**config.mk**
```make
export PLATFORM = sky130hd
export DESIGN_NAME = mem_seq_ctrl_flat
export DESIGN_NICKNAME = d
export VERILOG_FILES = /design/src/rtl/mem_seq_ctrl_if.sv /design/src/rtl/mem_seq_ctrl.sv /design/src/flat_wrapper.sv
export SDC_FILE = /design/constraint.sdc
export NUM_CORES = 1
export LEC_CHECK = 0
export CAP_MARGIN = 20
export CORE_UTILIZATION = 30
export DETAILED_ROUTE_END_ITERATION = 8
export PLACE_DENSITY_LB_ADDON = 0.1
export SYNTH_ARGS = -nofsm -noshare
export SYNTH_HDL_FRONTEND = slang
export SYNTH_SLANG_ARGS = --single-unit
```
**constraint.sdc**
```tcl
create_clock -name clk -period 3.1 [get_ports clk]
set_input_delay 0.31 -clock clk [delete_from_list [all_inputs] [get_ports clk]]
set_output_delay 0.31 -clock clk [all_outputs]
set_load 0.02 [all_outputs]
```
**src/rtl/mem_seq_ctrl_if.sv**
```systemverilog
// MEM-stage request/control bundle between the EX/MEM side and the sequencing
// controller; clk/rst are kept outside the interface.
interface mem_seq_ctrl_if;
    logic        op_valid;
    logic        op_mem;
    logic        op_store;
    logic        op_vector;
    logic        op_src_alu;
    logic [31:0] vec_len;

    logic        sum_mem;
    logic        sel_mem;
    logic        sel_data;
    logic [31:0] final_mem;
    logic        wren;
    logic        stall;
    logic        wb_valid;
    logic [31:0] wb_idx;
    logic        busy;
    logic        done;

    // Pipeline / requester side
    modport master (
        output op_valid, op_mem, op_store, op_vector, op_src_alu, vec_len,
        input  sum_mem, sel_mem, sel_data, final_mem, wren, stall,
               wb_valid, wb_idx, busy, done
    );

    // Sequencing controller side
    modport slave (
        input  op_valid, op_mem, op_store, op_vector, op_src_alu, vec_len,
        output sum_mem, sel_mem, sel_data, final_mem, wren, stall,
               wb_valid, wb_idx, busy, done
    );
endinterface

```
**src/rtl/mem_seq_ctrl.sv**
```systemverilog
// MEM-stage sequencing controller: runs one scalar access or one N-element
// vector burst at a time, stalls upstream and tags returning load data.
module mem_seq_ctrl #(
    parameter int RD_LAT = 2
) (
    input  logic          clk,
    input  logic          rst,
    mem_seq_ctrl_if.slave bus
);

    typedef enum logic [2:0] {
        S_IDLE,
        S_SCALAR,
        S_STREAM,
        S_DRAIN,
        S_DONE
    } state_e;

    localparam logic [2:0] DRAIN_LAST = 3'(RD_LAT - 1);

    state_e      state_q;
    logic [31:0] k_q;
    logic [31:0] final_mem_q;
    logic [2:0]  drain_cnt_q;
    logic        store_q;
    logic        src_alu_q;
    logic        sum_mem_q;
    logic        sel_mem_q;
    logic        wren_q;
    logic        busy_q;
    logic        done_q;

    logic [RD_LAT-1:0] ret_vld_q;
    logic [31:0]       ret_idx_q [RD_LAT];

    logic        accept;
    logic        issue_load;
    logic        last_elem;
    logic [31:0] issue_idx;

    assign accept     = (state_q == S_IDLE) && bus.op_valid && bus.op_mem;
    assign issue_load = ((state_q == S_SCALAR) || (state_q == S_STREAM)) && !store_q;
    assign issue_idx  = (state_q == S_STREAM) ? k_q : 32'd0;
    // final_mem_q holds N-1 for the whole burst, so it doubles as the last index.
    assign last_elem  = (k_q == final_mem_q);

    always_ff @(posedge clk) begin
        if (rst) begin
            state_q     <= S_IDLE;
            k_q         <= '0;
            final_mem_q <= '0;
            drain_cnt_q <= '0;
            store_q     <= 1'b0;
            src_alu_q   <= 1'b0;
            sum_mem_q   <= 1'b0;
            sel_mem_q   <= 1'b0;
            wren_q      <= 1'b0;
            busy_q      <= 1'b0;
            done_q      <= 1'b0;
            ret_vld_q   <= '0;
            for (int i = 0; i < RD_LAT; i++) begin
                ret_idx_q[i] <= '0;
            end
        end else begin
            done_q <= 1'b0;

            // Load-return pipe mirrors the RAM read latency.
            ret_vld_q[0] <= issue_load;
            ret_idx_q[0] <= issue_load ? issue_idx : 32'd0;
            for (int i = 1; i < RD_LAT; i++) begin
                ret_vld_q[i] <= ret_vld_q[i-1];
                ret_idx_q[i] <= ret_idx_q[i-1];
            end

            case (state_q)
                S_IDLE: begin
                    if (accept) begin
                        store_q   <= bus.op_store;
                        src_alu_q <= bus.op_src_alu;
                        busy_q    <= 1'b1;
                        k_q       <= '0;
                        if (!bus.op_vector) begin
                            state_q     <= S_SCALAR;
                            sel_mem_q   <= 1'b1;
                            sum_mem_q   <= 1'b0;
                            wren_q      <= bus.op_store;
                            final_mem_q <= '0;
                        end else if (bus.vec_len != 32'd0) begin
                            state_q     <= S_STREAM;
                            sel_mem_q   <= 1'b0;
                            sum_mem_q   <= 1'b1;
                            wren_q      <= bus.op_store;
                            final_mem_q <= bus.vec_len - 32'd1;
                        end else begin
                            state_q     <= S_DONE;
                            done_q      <= 1'b1;
                            final_mem_q <= bus.vec_len - 32'd1;
                        end
                    end
                end

                S_SCALAR: begin
                    sel_mem_q <= 1'b0;
                    wren_q    <= 1'b0;
                    if (store_q) begin
                        state_q <= S_DONE;
                        done_q  <= 1'b1;
                    end else begin
                        state_q     <= S_DRAIN;
                        drain_cnt_q <= '0;
                    end
                end

                S_STREAM: begin
                    if (last_elem) begin
                        sum_mem_q <= 1'b0;
                        wren_q    <= 1'b0;
                        k_q       <= '0;
                        if (store_q) begin
                            state_q <= S_DONE;
                            done_q  <= 1'b1;
                        end else begin
                            state_q     <= S_DRAIN;
                            drain_cnt_q <= '0;
                        end
                    end else begin
                        k_q <= k_q + 32'd1;
                    end
                end

                S_DRAIN: begin
                    if (drain_cnt_q == DRAIN_LAST) begin
                        state_q <= S_DONE;
                        done_q  <= 1'b1;
                    end else begin
                        drain_cnt_q <= drain_cnt_q + 3'd1;
                    end
                end

                S_DONE: begin
                    state_q     <= S_IDLE;
                    busy_q      <= 1'b0;
                    final_mem_q <= '0;
                end

                default: begin
                    state_q <= S_IDLE;
                    busy_q  <= 1'b0;
                end
            endcase
        end
    end

    assign bus.sum_mem   = sum_mem_q;
    assign bus.sel_mem   = sel_mem_q;
    assign bus.wren      = wren_q;
    assign bus.final_mem = final_mem_q;
    assign bus.busy      = busy_q;
    assign bus.done      = done_q;
    assign bus.wb_valid  = ret_vld_q[RD_LAT-1];
    assign bus.wb_idx    = ret_idx_q[RD_LAT-1];
    // DONE drops stall so the held instruction retires on the DONE edge.
    assign bus.stall     = accept || (state_q == S_SCALAR) || (state_q == S_STREAM)
                           || (state_q == S_DRAIN);
    assign bus.sel_data  = busy_q ? src_alu_q : bus.op_src_alu;

endmodule

```
**src/flat_wrapper.sv**
```systemverilog
// flat-port wrapper written by rule: the top's interface ports become plain ports
module mem_seq_ctrl_flat 
#(
    parameter int RD_LAT = 2
)
  (clk, rst, bus_op_valid, bus_op_mem, bus_op_store, bus_op_vector, bus_op_src_alu, bus_vec_len, bus_sum_mem, bus_sel_mem, bus_sel_data, bus_final_mem, bus_wren, bus_stall, bus_wb_valid, bus_wb_idx, bus_busy, bus_done);
  mem_seq_ctrl_if bus_i ();
  input  logic clk;
  input  logic rst;
  input wire logic [$bits(bus_i.op_valid)-1:0] bus_op_valid;
  input wire logic [$bits(bus_i.op_mem)-1:0] bus_op_mem;
  input wire logic [$bits(bus_i.op_store)-1:0] bus_op_store;
  input wire logic [$bits(bus_i.op_vector)-1:0] bus_op_vector;
  input wire logic [$bits(bus_i.op_src_alu)-1:0] bus_op_src_alu;
  input wire logic [$bits(bus_i.vec_len)-1:0] bus_vec_len;
  output wire logic [$bits(bus_i.sum_mem)-1:0] bus_sum_mem;
  output wire logic [$bits(bus_i.sel_mem)-1:0] bus_sel_mem;
  output wire logic [$bits(bus_i.sel_data)-1:0] bus_sel_data;
  output wire logic [$bits(bus_i.final_mem)-1:0] bus_final_mem;
  output wire logic [$bits(bus_i.wren)-1:0] bus_wren;
  output wire logic [$bits(bus_i.stall)-1:0] bus_stall;
  output wire logic [$bits(bus_i.wb_valid)-1:0] bus_wb_valid;
  output wire logic [$bits(bus_i.wb_idx)-1:0] bus_wb_idx;
  output wire logic [$bits(bus_i.busy)-1:0] bus_busy;
  output wire logic [$bits(bus_i.done)-1:0] bus_done;
  assign bus_i.op_valid = bus_op_valid;
  assign bus_i.op_mem = bus_op_mem;
  assign bus_i.op_store = bus_op_store;
  assign bus_i.op_vector = bus_op_vector;
  assign bus_i.op_src_alu = bus_op_src_alu;
  assign bus_i.vec_len = bus_vec_len;
  assign bus_sum_mem = bus_i.sum_mem;
  assign bus_sel_mem = bus_i.sel_mem;
  assign bus_sel_data = bus_i.sel_data;
  assign bus_final_mem = bus_i.final_mem;
  assign bus_wren = bus_i.wren;
  assign bus_stall = bus_i.stall;
  assign bus_wb_valid = bus_i.wb_valid;
  assign bus_wb_idx = bus_i.wb_idx;
  assign bus_busy = bus_i.busy;
  assign bus_done = bus_i.done;
  mem_seq_ctrl #(.RD_LAT(RD_LAT)) u_core (.clk(clk), .rst(rst), .bus(bus_i));
endmodule
```
After elaboration in Yosys (flattened, before gate mapping)
Memory sizes are Yosys's and may differ from the RTL's. Cells that the tools add are included. Widths: inputs -> output; s select.

Add/subtract/negate cells: 3. $mul: 0. Divide/modulo/power cells: 0. Order comparisons: 0. Equality and inequality tests: 11. Shift-type cells: 0. Multiplexer cells: 47. Bitwise logic cells: 3. Reduce and logical (&&, ||, !) cells: 25.

Operator list (count): $mux 32 (8); $pmux 32 s2 (2); $add 32x1->32 const B (1); $eq 32x32->1 (1); $reduce_bool 32->1 (1); $sub 32x1->32 const B (1); $mux 3 (9); $mux 1 (21); $pmux 3 s4 (1); $pmux 3 s3 (1); $reduce_and 3->1 (3); $reduce_and 2->1 (4); $reduce_and 4->1 (2); $eq 3x1->1 const B (2); $eq 3x2->1 const B (2); $ne 2x1->1 const B (3); $pmux 1 s2 (3); $reduce_bool 2->1 (3); $reduce_bool 3->1 (2); $logic_or 1x1->1 (4); $pmux 1 s4 (1); $add 3x1->3 const B (1); $eq 3x3->1 const B (1); $logic_and 1x1->1 (3); 8 further kinds (9).

Bits in registers: 79. Latch bits: 0. Bits in writable memories: 64. Bits in read-only memories: 0. Input bits: 39. Output and inout bits: 72. Logic and storage cells: 102. Memories: 1.

Memory list: u_core.ret_idx_q (depth 2, width 32, read ports 2, clocked after Yosys merged registers in 0, wr ports 2, RTL line mem_seq_ctrl.sv:34) `logic [31:0] ret_idx_q [RD_LAT];`.

Depth between registers and ports, before layout
Gate-level depths: netlist of the first run.

Depth after elaboration: 6. Mapped depth: 10. Gate-level depth less buffers: 8.

Worst setup path before layout of the first run
OpenSTA, ideal clock, no wires.

Path kind: input to register. From: input bus_vec_len[0]. To: register u_core.final_mem_q[12], in the netlist u_core.bus.final_mem[12]. Setup time: 0.128 ns. Arrival: 2.208 ns. Data required time: 2.972 ns. Slack: 0.765 ns. Stages: 10. Path buffers: 2. Cell sequence: inv_1 ha_1 or4b_1 buf_2 or2_1 buf_6 or4_4 xor2_1 a2bb2oi_1 nor2_1.

Longest elaborated chain between the ends: 4.

RTL lines: start, declared (RTL line flat_wrapper.sv:15) `input wire logic [$bits(bus_i.vec_len)-1:0] bus_vec_len;`; $sub 32x1->32 (RTL line mem_seq_ctrl.sv:93, mem_seq_ctrl.sv:97); $mux 32 (RTL line mem_seq_ctrl.sv:82) `if (!bus.op_vector) begin`; $mux 32 (RTL line mem_seq_ctrl.sv:77) `if (accept) begin`; $pmux 32 s2 (RTL line mem_seq_ctrl.sv:75) `case (state_q)`; end signal, assigned (RTL line mem_seq_ctrl.sv:93) `final_mem_q <= bus.vec_len - 32'd1;`; end signal, assigned (RTL line mem_seq_ctrl.sv:97) `final_mem_q <= bus.vec_len - 32'd1;`; end, declared (RTL line mem_seq_ctrl.sv:23) `logic [31:0] final_mem_q;`.

Every way passes these cells. The select of a mux whose other input is x is not followed. A chain may end at the register's enable or synchronous reset.

Worst setup path after layout of the first run
From: input bus_vec_len[0]. To: register u_core.state_q[2].

Longest elaborated chain between the ends: 5.

RTL lines: $reduce_bool 32->1 (RTL line mem_seq_ctrl.sv:88) `end else if (bus.vec_len != 32'd0) begin`; $mux 3 (RTL line mem_seq_ctrl.sv:88); $mux 3 (RTL line mem_seq_ctrl.sv:82); $mux 3 (RTL line mem_seq_ctrl.sv:77); $pmux 3 s4 (RTL line mem_seq_ctrl.sv:75); end signal, assigned (RTL line mem_seq_ctrl.sv:83) `state_q <= S_SCALAR;`; end signal, assigned (RTL line mem_seq_ctrl.sv:89) `state_q <= S_STREAM;`; end signal, assigned (RTL line mem_seq_ctrl.sv:95) `state_q <= S_DONE;`; end, declared (RTL line mem_seq_ctrl.sv:21) `state_e state_q;`.

Every way passes these cells. The select of a mux whose other input is x is not followed.

==> results of run 1 <==
[logic make-up after synthesis]
kind of cell / count (synthesis) / share of synthesized area (%)
compound gates: 116 / 12.0
fa+ha+maj: 4 / 0.797
buf+inv: 81 / 7.09
simple gates: 291 / 24.4
xor+xnor: 68 / 9.48
mux: 4 / 0.657
flops: 143 / 45.6
[per-stage QoR]
stage | area (um2) | hold WS (ns) | worst slack (ns)
6_report | 8120 | 0.307 | 0.630
5_1_grt | 8120 | 0.354 | 0.513
4_1_cts | 8120 | 0.309 | 0.649
3_5_place_dp | 7510 | 0.424 | 0.200
3_3_place_gp | 7490 | 0.423 | 0.315
2_1_floorplan | 6280 | 0.414 | 0.765
[worst min-delay path: cells and delay by family]
family	cells	cell delay (ns)
AO/OA/AOI/OAI	2	0.18
buffers and inverters	1	0.14
AND/OR/NAND/NOR	1	0.05
[worst max path at each step]
stage / startpoint / cells past startpoint / endpoint / slack (ns)
detailed placement: bus_vec_len[0] / 8 / u_core.state_q[2] / 0.20
global placement: bus_vec_len[0] / 9 / u_core.bus.final_mem[12] / 0.31
CTS: bus_vec_len[0] / 8 / u_core.state_q[2] / 0.65
global route: bus_vec_len[0] / 8 / u_core.state_q[2] / 0.51
finish: bus_vec_len[0] / 8 / u_core.state_q[2] / 0.63
floorplan: bus_vec_len[0] / 10 / u_core.bus.final_mem[12] / 0.76
[registers in the layout, summed over array words and instances (netlist names), 2 cells and up]
signal	count
u_core.ret_vld_q	2
u_core.ret_idx_q	64
u_core.drain_cnt_q	3
u_core.state_q	3
u_core.k_q	32
u_core.bus.final_mem	32
[final cells by class]
type                            instances  area, um2
Tap cell                              270        338
Multi-Input combinational cell        483       2990
Timing Repair Buffer                  135       1290
Inverter                                8       30.0
Sequential cell                       143       2860
Clock buffer                           20        457
Clock inverter                         12        156
Fill cell                            2023      12200
[power by group]
group | leakage, nW | internal, mW | switching [mW]
registers | 1.15 | 1.90 | 0.0700
clock network | 0.289 | 1.31 | 0.797
logic | 1.38 | 0.364 | 0.508
total | 2.83 | 3.57 | 1.38
[layer usage]
| metal | track usage, % | vias up | part of all wire, % |
|---|---|---|---|
| met2 | 24.5 | 152 | 44 |
| li1 | - | 2572 | - |
| met1 | 21.9 | 2338 | 49 |
| met5 | 0 | - | 0 |
| met3 | 3.91 | 14 | 5.5 |
| met4 | 5.36 | 0 | 1.3 |
[cells in the final DEF, fill, tap and decap left out, types with 3 or more instances in the layout]
cell type	count
o21a_1	5
nand2b_1	7
and2_1	30
inv_1	8
dfxtp_1	143
nand2_1	56
nor2b_1	38
nor4_2	3
o31ai_1	4
clkdlybuf4s50_1	109
nor4_1	15
and4_1	4
o21ai_0	19
xor2_1	17
bufinv_16	3
a21o_1	5
buf_4	24
and3_1	3
nand4_1	17
nand3_1	21
a22o_1	7
a22oi_1	16
xnor2_1	51
nor3_1	18
mux2i_1	3
clkinvlp_4	4
ha_1	4
a21oi_1	29
clkbuf_16	17
or3_1	7
nor2_1	60
a31oi_1	12
or4_1	4
==> flow_metrics.tcl, run 1 <==
set metrics [dict create \
    synth.most_common_cell "dfxtp_1" \
    drive_gt1_share_pct 8.49 \
    clockBufferDepth 2 \
    cap_violations 0 \
    design.core.area_um2 20400 \
    cp-start-kind "input port" \
    nNetsFinal 831 \
    synth_area_um2 6280 \
    setup_viol 0 \
    num_vias 5076 \
    io-pin-count 111 \
    cts_inserted_buffers 17 \
    cpLargestDelayFamily "simple AND/OR/NAND/NOR gates" \
    worstPathCellList "clkdlybuf4s50_1 -> inv_1 -> ha_1 -> or4b_1 -> nor4_1 -> and4_1 -> nand2_1 -> a2111oi_0" \
    holdPathEnd "u_core.k_q[23]" \
    synth_async_sr_flop_share_pct 0 \
    fmax_mhz 405 \
    critPathMaxStageDelay_ns 0.56 \
    port_buffers 110 \
    diodes 0 \
    overflow 0 \
    root_buffer "clkbuf_16" \
    hold_start "rst" \
    dieArea_um2 21500 \
    areaGrowthSynthToFinish_pct 29.3 \
    yosys-top-cells-count "143 x dfxtp_1, 60 x nor2_1, 56 x nand2_1, 51 x xnor2_1, 38 x nor2b_1" \
    finalPower_mw 4.95 \
    detail_route.wl_per_cell_um 15.5 \
    drv_slew 0 \
    yosysSeqAreaShare_pct 45.6 \
    ys_top_cells_by_area "dfxtp_1 46%, xnor2_1 7.1%, buf_4 3.8%, nor2b_1 3.8%, nor2_1 3.6%" \
    ctsHoldBuffers 0 \
    grt_setup_unrepaired "false" \
    clock_sinks 143 \
    synth_cell_types 56 \
    synth_ff_type "dfxtp_1" \
    critPathRequiredTime_ns 3.39 \
    grt_usage_pct 16.0 \
    end_kind "flop" \
    synth_area_per_cell_um2 8.89 \
    powerDensity_nw_per_um2 609 \
    r2r_cells 9 \
    yosysTopAreaCell "dfxtp_1" \
    ant_nets 0 \
    crit_buf_inv 2 \
    p_leak_nw 2.83 \
    synth_top_area_share_pct 45.6 \
    routed_via_density 4.74 \
    cp_slowest_cell "or4b_1" \
    worstReg2RegEnd "u_core.k_q[7]" \
    rows 52 \
    slew_headroom_pct 53.8 \
    drt_iter0_drc 275 \
    hold_depth 4 \
    htree_levels 4 \
    grt_pass1_wl_mm 26.8 \
    status "completed" \
    finalHoldViolCount 0 \
    antenna_found_initial 0 \
    cp_data_arrival_time_ns 2.76 \
    min_period_ns 2.47 \
    final_util_pct 39.9 \
    start_util_pct 30.9 \
    yosysWarnings 0 \
    tightest_slew_ns 0.688 \
    r2r_start "u_core.k_q[25]" \
    hold_class "input port to flop" \
    dp_cells 1039 \
    critPathMaxFanout 6 \
    wl_mm 16.6 \
    cts_resized 0 \
    rrSetupSlack_ns 0.73 \
    setup_tns_ns 0 \
    insertion_delay_ns 0.43 \
    die_x_um 147 \
    grt_start_max_net_pins 45 \
    cts_tree "done" \
    synth_edf_count 0 \
    drc 0 \
    ys_ff_latch 143 \
    cts.reportedPaths.clkPinSlew_ns 0.07 \
    first_pass_iters 5 \
    dpl.hpwl_mm 12.6 \
    grt_pass1_vias 4900 \
    crit_type "input port to flop" \
    globalplace.congestion 0.835 \
    post-cts-setup-buffers 0 \
    instances_no_fill 1071 \
    max-vdd-ir-drop_mv 0.359 \
    fin_crit_sh_pct 79.7 \
    netlist_instances 707 \
    die_y_um 147 \
    syn_nets 750 \
    finClkSkew_ns 0.0169 \
]
Power figures use the tool's default switching activity.
==> run 2: changes to the inputs <==
Clock period 3.1 ns to 2 ns, I/O delays scaled along.
==> run 2 against run 1 <==
  * Largest cell class unchanged
  * The run now ends with setup timing left
  * Highest routed layer unchanged
  * Sequential cell count did not move
  * Setup slack got worse by 0.71 ns
  * Clock skew fell by 0.0024 ns
==> flow_metrics.tcl, run 2 (synthesis gave the netlist of run 1 again) <==
set metrics [dict create \
    grt_usage_pct 17.3 \
    layout_commonest_cell "dfxtp_1" \
    htree_levels 4 \
    drive_gt1_share_pct 25.6 \
    fmax_mhz 482 \
    critPathRequiredTime_ns 2.32 \
    die_y_um 147 \
    use_met3_pct 3.63 \
    slew_headroom_pct 66.2 \
    violations "setup timing" \
    grt_pass1_vias 5428 \
    die_x_um 147 \
    p_leak_nw 3.56 \
    globalplace.congestion 0.860 \
    setup_tns_ns -0.249 \
    wl_mm 18.0 \
    clock_sinks 143 \
    num_vias 5537 \
    p_sw_mw 2.35 \
    io-pin-count 111 \
    clkPwrFrac_pct 43.3 \
    antenna_found_initial 0 \
    top_register "u_core.ret_idx_q" \
    drv_slew 0 \
    cap_violations 0 \
    finalPower_mw 8.46 \
    cts_tree "done" \
    min_period_ns 2.08 \
    grt.busiest_layer "met2" \
    layout.cell_area.non_filler_um2 9340 \
    start_util_pct 30.9 \
    place_area_um2 8370 \
    setup_viol 7 \
    nNetsFinal 939 \
    fin_crit_sh_pct 104 \
    place_ws_ns -0.841 \
    dpl.hpwl_mm 13.6 \
    overflow 0 \
    globalRouteMet1Util_pct 23.0 \
    critPathMaxFanout 11 \
    diodes 0 \
    areaGrowthSynthToFinish_pct 48.7 \
    powerDensity_nw_per_um2 905 \
    insertion_delay_ns 0.42 \
    combinationalPowerShare_pct 21.0 \
    clockBufferDepth 2 \
    pwr-share-seq_pct 35.7 \
    ctsHoldBuffers 0 \
    setup_slack_ns -0.0764 \
    crit_type "flop to flop" \
    grt_pass1_wl_mm 28.9 \
    status "complete, but fails checks" \
    grt_setup_unrepaired "true" \
    root_buffer "clkbuf_16" \
    cts_inserted_buffers 17 \
    dp_cells 1144 \
    hold_class "input port to flop" \
    end_kind "flop" \
    cp_data_arrival_time_ns 2.40 \
    drt_iter0_drc 347 \
    routed_via_density 4.70 \
    port_buffers 110 \
    ant_nets 0 \
    rows 52 \
    drc 0 \
    largest_register_ffs 64 \
    whs_ns 0.168 \
    cp-start-kind "flop" \
    cts.reportedPaths.clkPinSlew_ns 0.06 \
    instances_no_fill 1179 \
    finalHoldViolCount 0 \
    first_pass_iters 7 \
    rrSetupSlack_ns -0.08 \
    detail_route.wl_per_cell_um 15.3 \
    max-vdd-ir-drop_mv 0.582 \
    switching_share_pct 27.8 \
    design.core.area_um2 20400 \
    finClkSkew_ns 0.0144 \
    dieArea_um2 21500 \
    use_met2_pct 27.4 \
    p_int_mw 6.11 \
    grt_start_max_net_pins 79 \
    tightest_slew_ns 0.506 \
    final_util_pct 45.9 \
    layout_common_cells "127 x dfxtp_1, 125 x buf_4, 98 x clkdlybuf4s50_1, 58 x nor2_1, 54 x nand2_1" \
]
[run 2: power by group through the flow]
stage / logic, mW / registers, mW / clock network (mW)
2_1_floorplan: 0.721 / 3.14 / 0
3_3_place_gp: 1.61 / 3.08 / 0
3_5_place_dp: 1.62 / 3.08 / 0
4_1_cts: 1.70 / 3.02 / 3.75
5_1_grt: 1.92 / 3.03 / 3.89
6_report: 1.78 / 3.02 / 3.66
[run 2: worst paths after layout]
check,from,endpoint,cells after the start
worst max-delay path,u_core.k_q[0],u_core.k_q[10],9
worst min-delay path,bus_vec_len[0],u_core.bus.final_mem[0],4
worst max register to register,u_core.k_q[0],u_core.k_q[10],9
worst min register to register,u_core.ret_idx_q[0][11],u_core.ret_idx_q[0][43],1
[run 2: routing by layer]
layer	routed length (um)	share of wire, %	vias to the layer above
li1	-	-	2783
met1	8680	48	2575
met2	8220	46	153
met3	740	4.1	26
met4	385	2.1	0
met5	0	0	-
[run 2: area by class of cell]
class | instances | area [um2]
clock buffers | 17 | 425
clock inverters | 15 | 259
fillers | 1953 | 11000
inverters | 8 | 50.0
multi-input cells | 483 | 3230
flip-flops and latches | 143 | 2890
well taps | 270 | 338
repair buffers | 243 | 2160
[run 2: repair_timing]
| action | CTS | global route |
|---|---|---|
| setup endpoints to repair | 51 | 54 |
| pin swaps | 6 | 18 |
| cloned | 1 | 0 |
| setup buffers | 4 | 1 |
| resized for setup | 32 | 55 |
[run 2: worst max-delay path: stages (launching register included)]
cell and delay, ns:
dfxtp_2 0.34, buf_6 0.12, xnor2_2 0.11, nand4_1 0.14
nor4_4 0.07, buf_4 0.16, a211oi_4 0.49, buf_12 0.19
nand4_1 0.12, o31ai_1 0.23
==> run 3: changes to the inputs <==
Settings changed: SLEW_MARGIN set to 40.
==> results of run 3 <==
Final layout, timing and power as in run 2 (identical DEF).
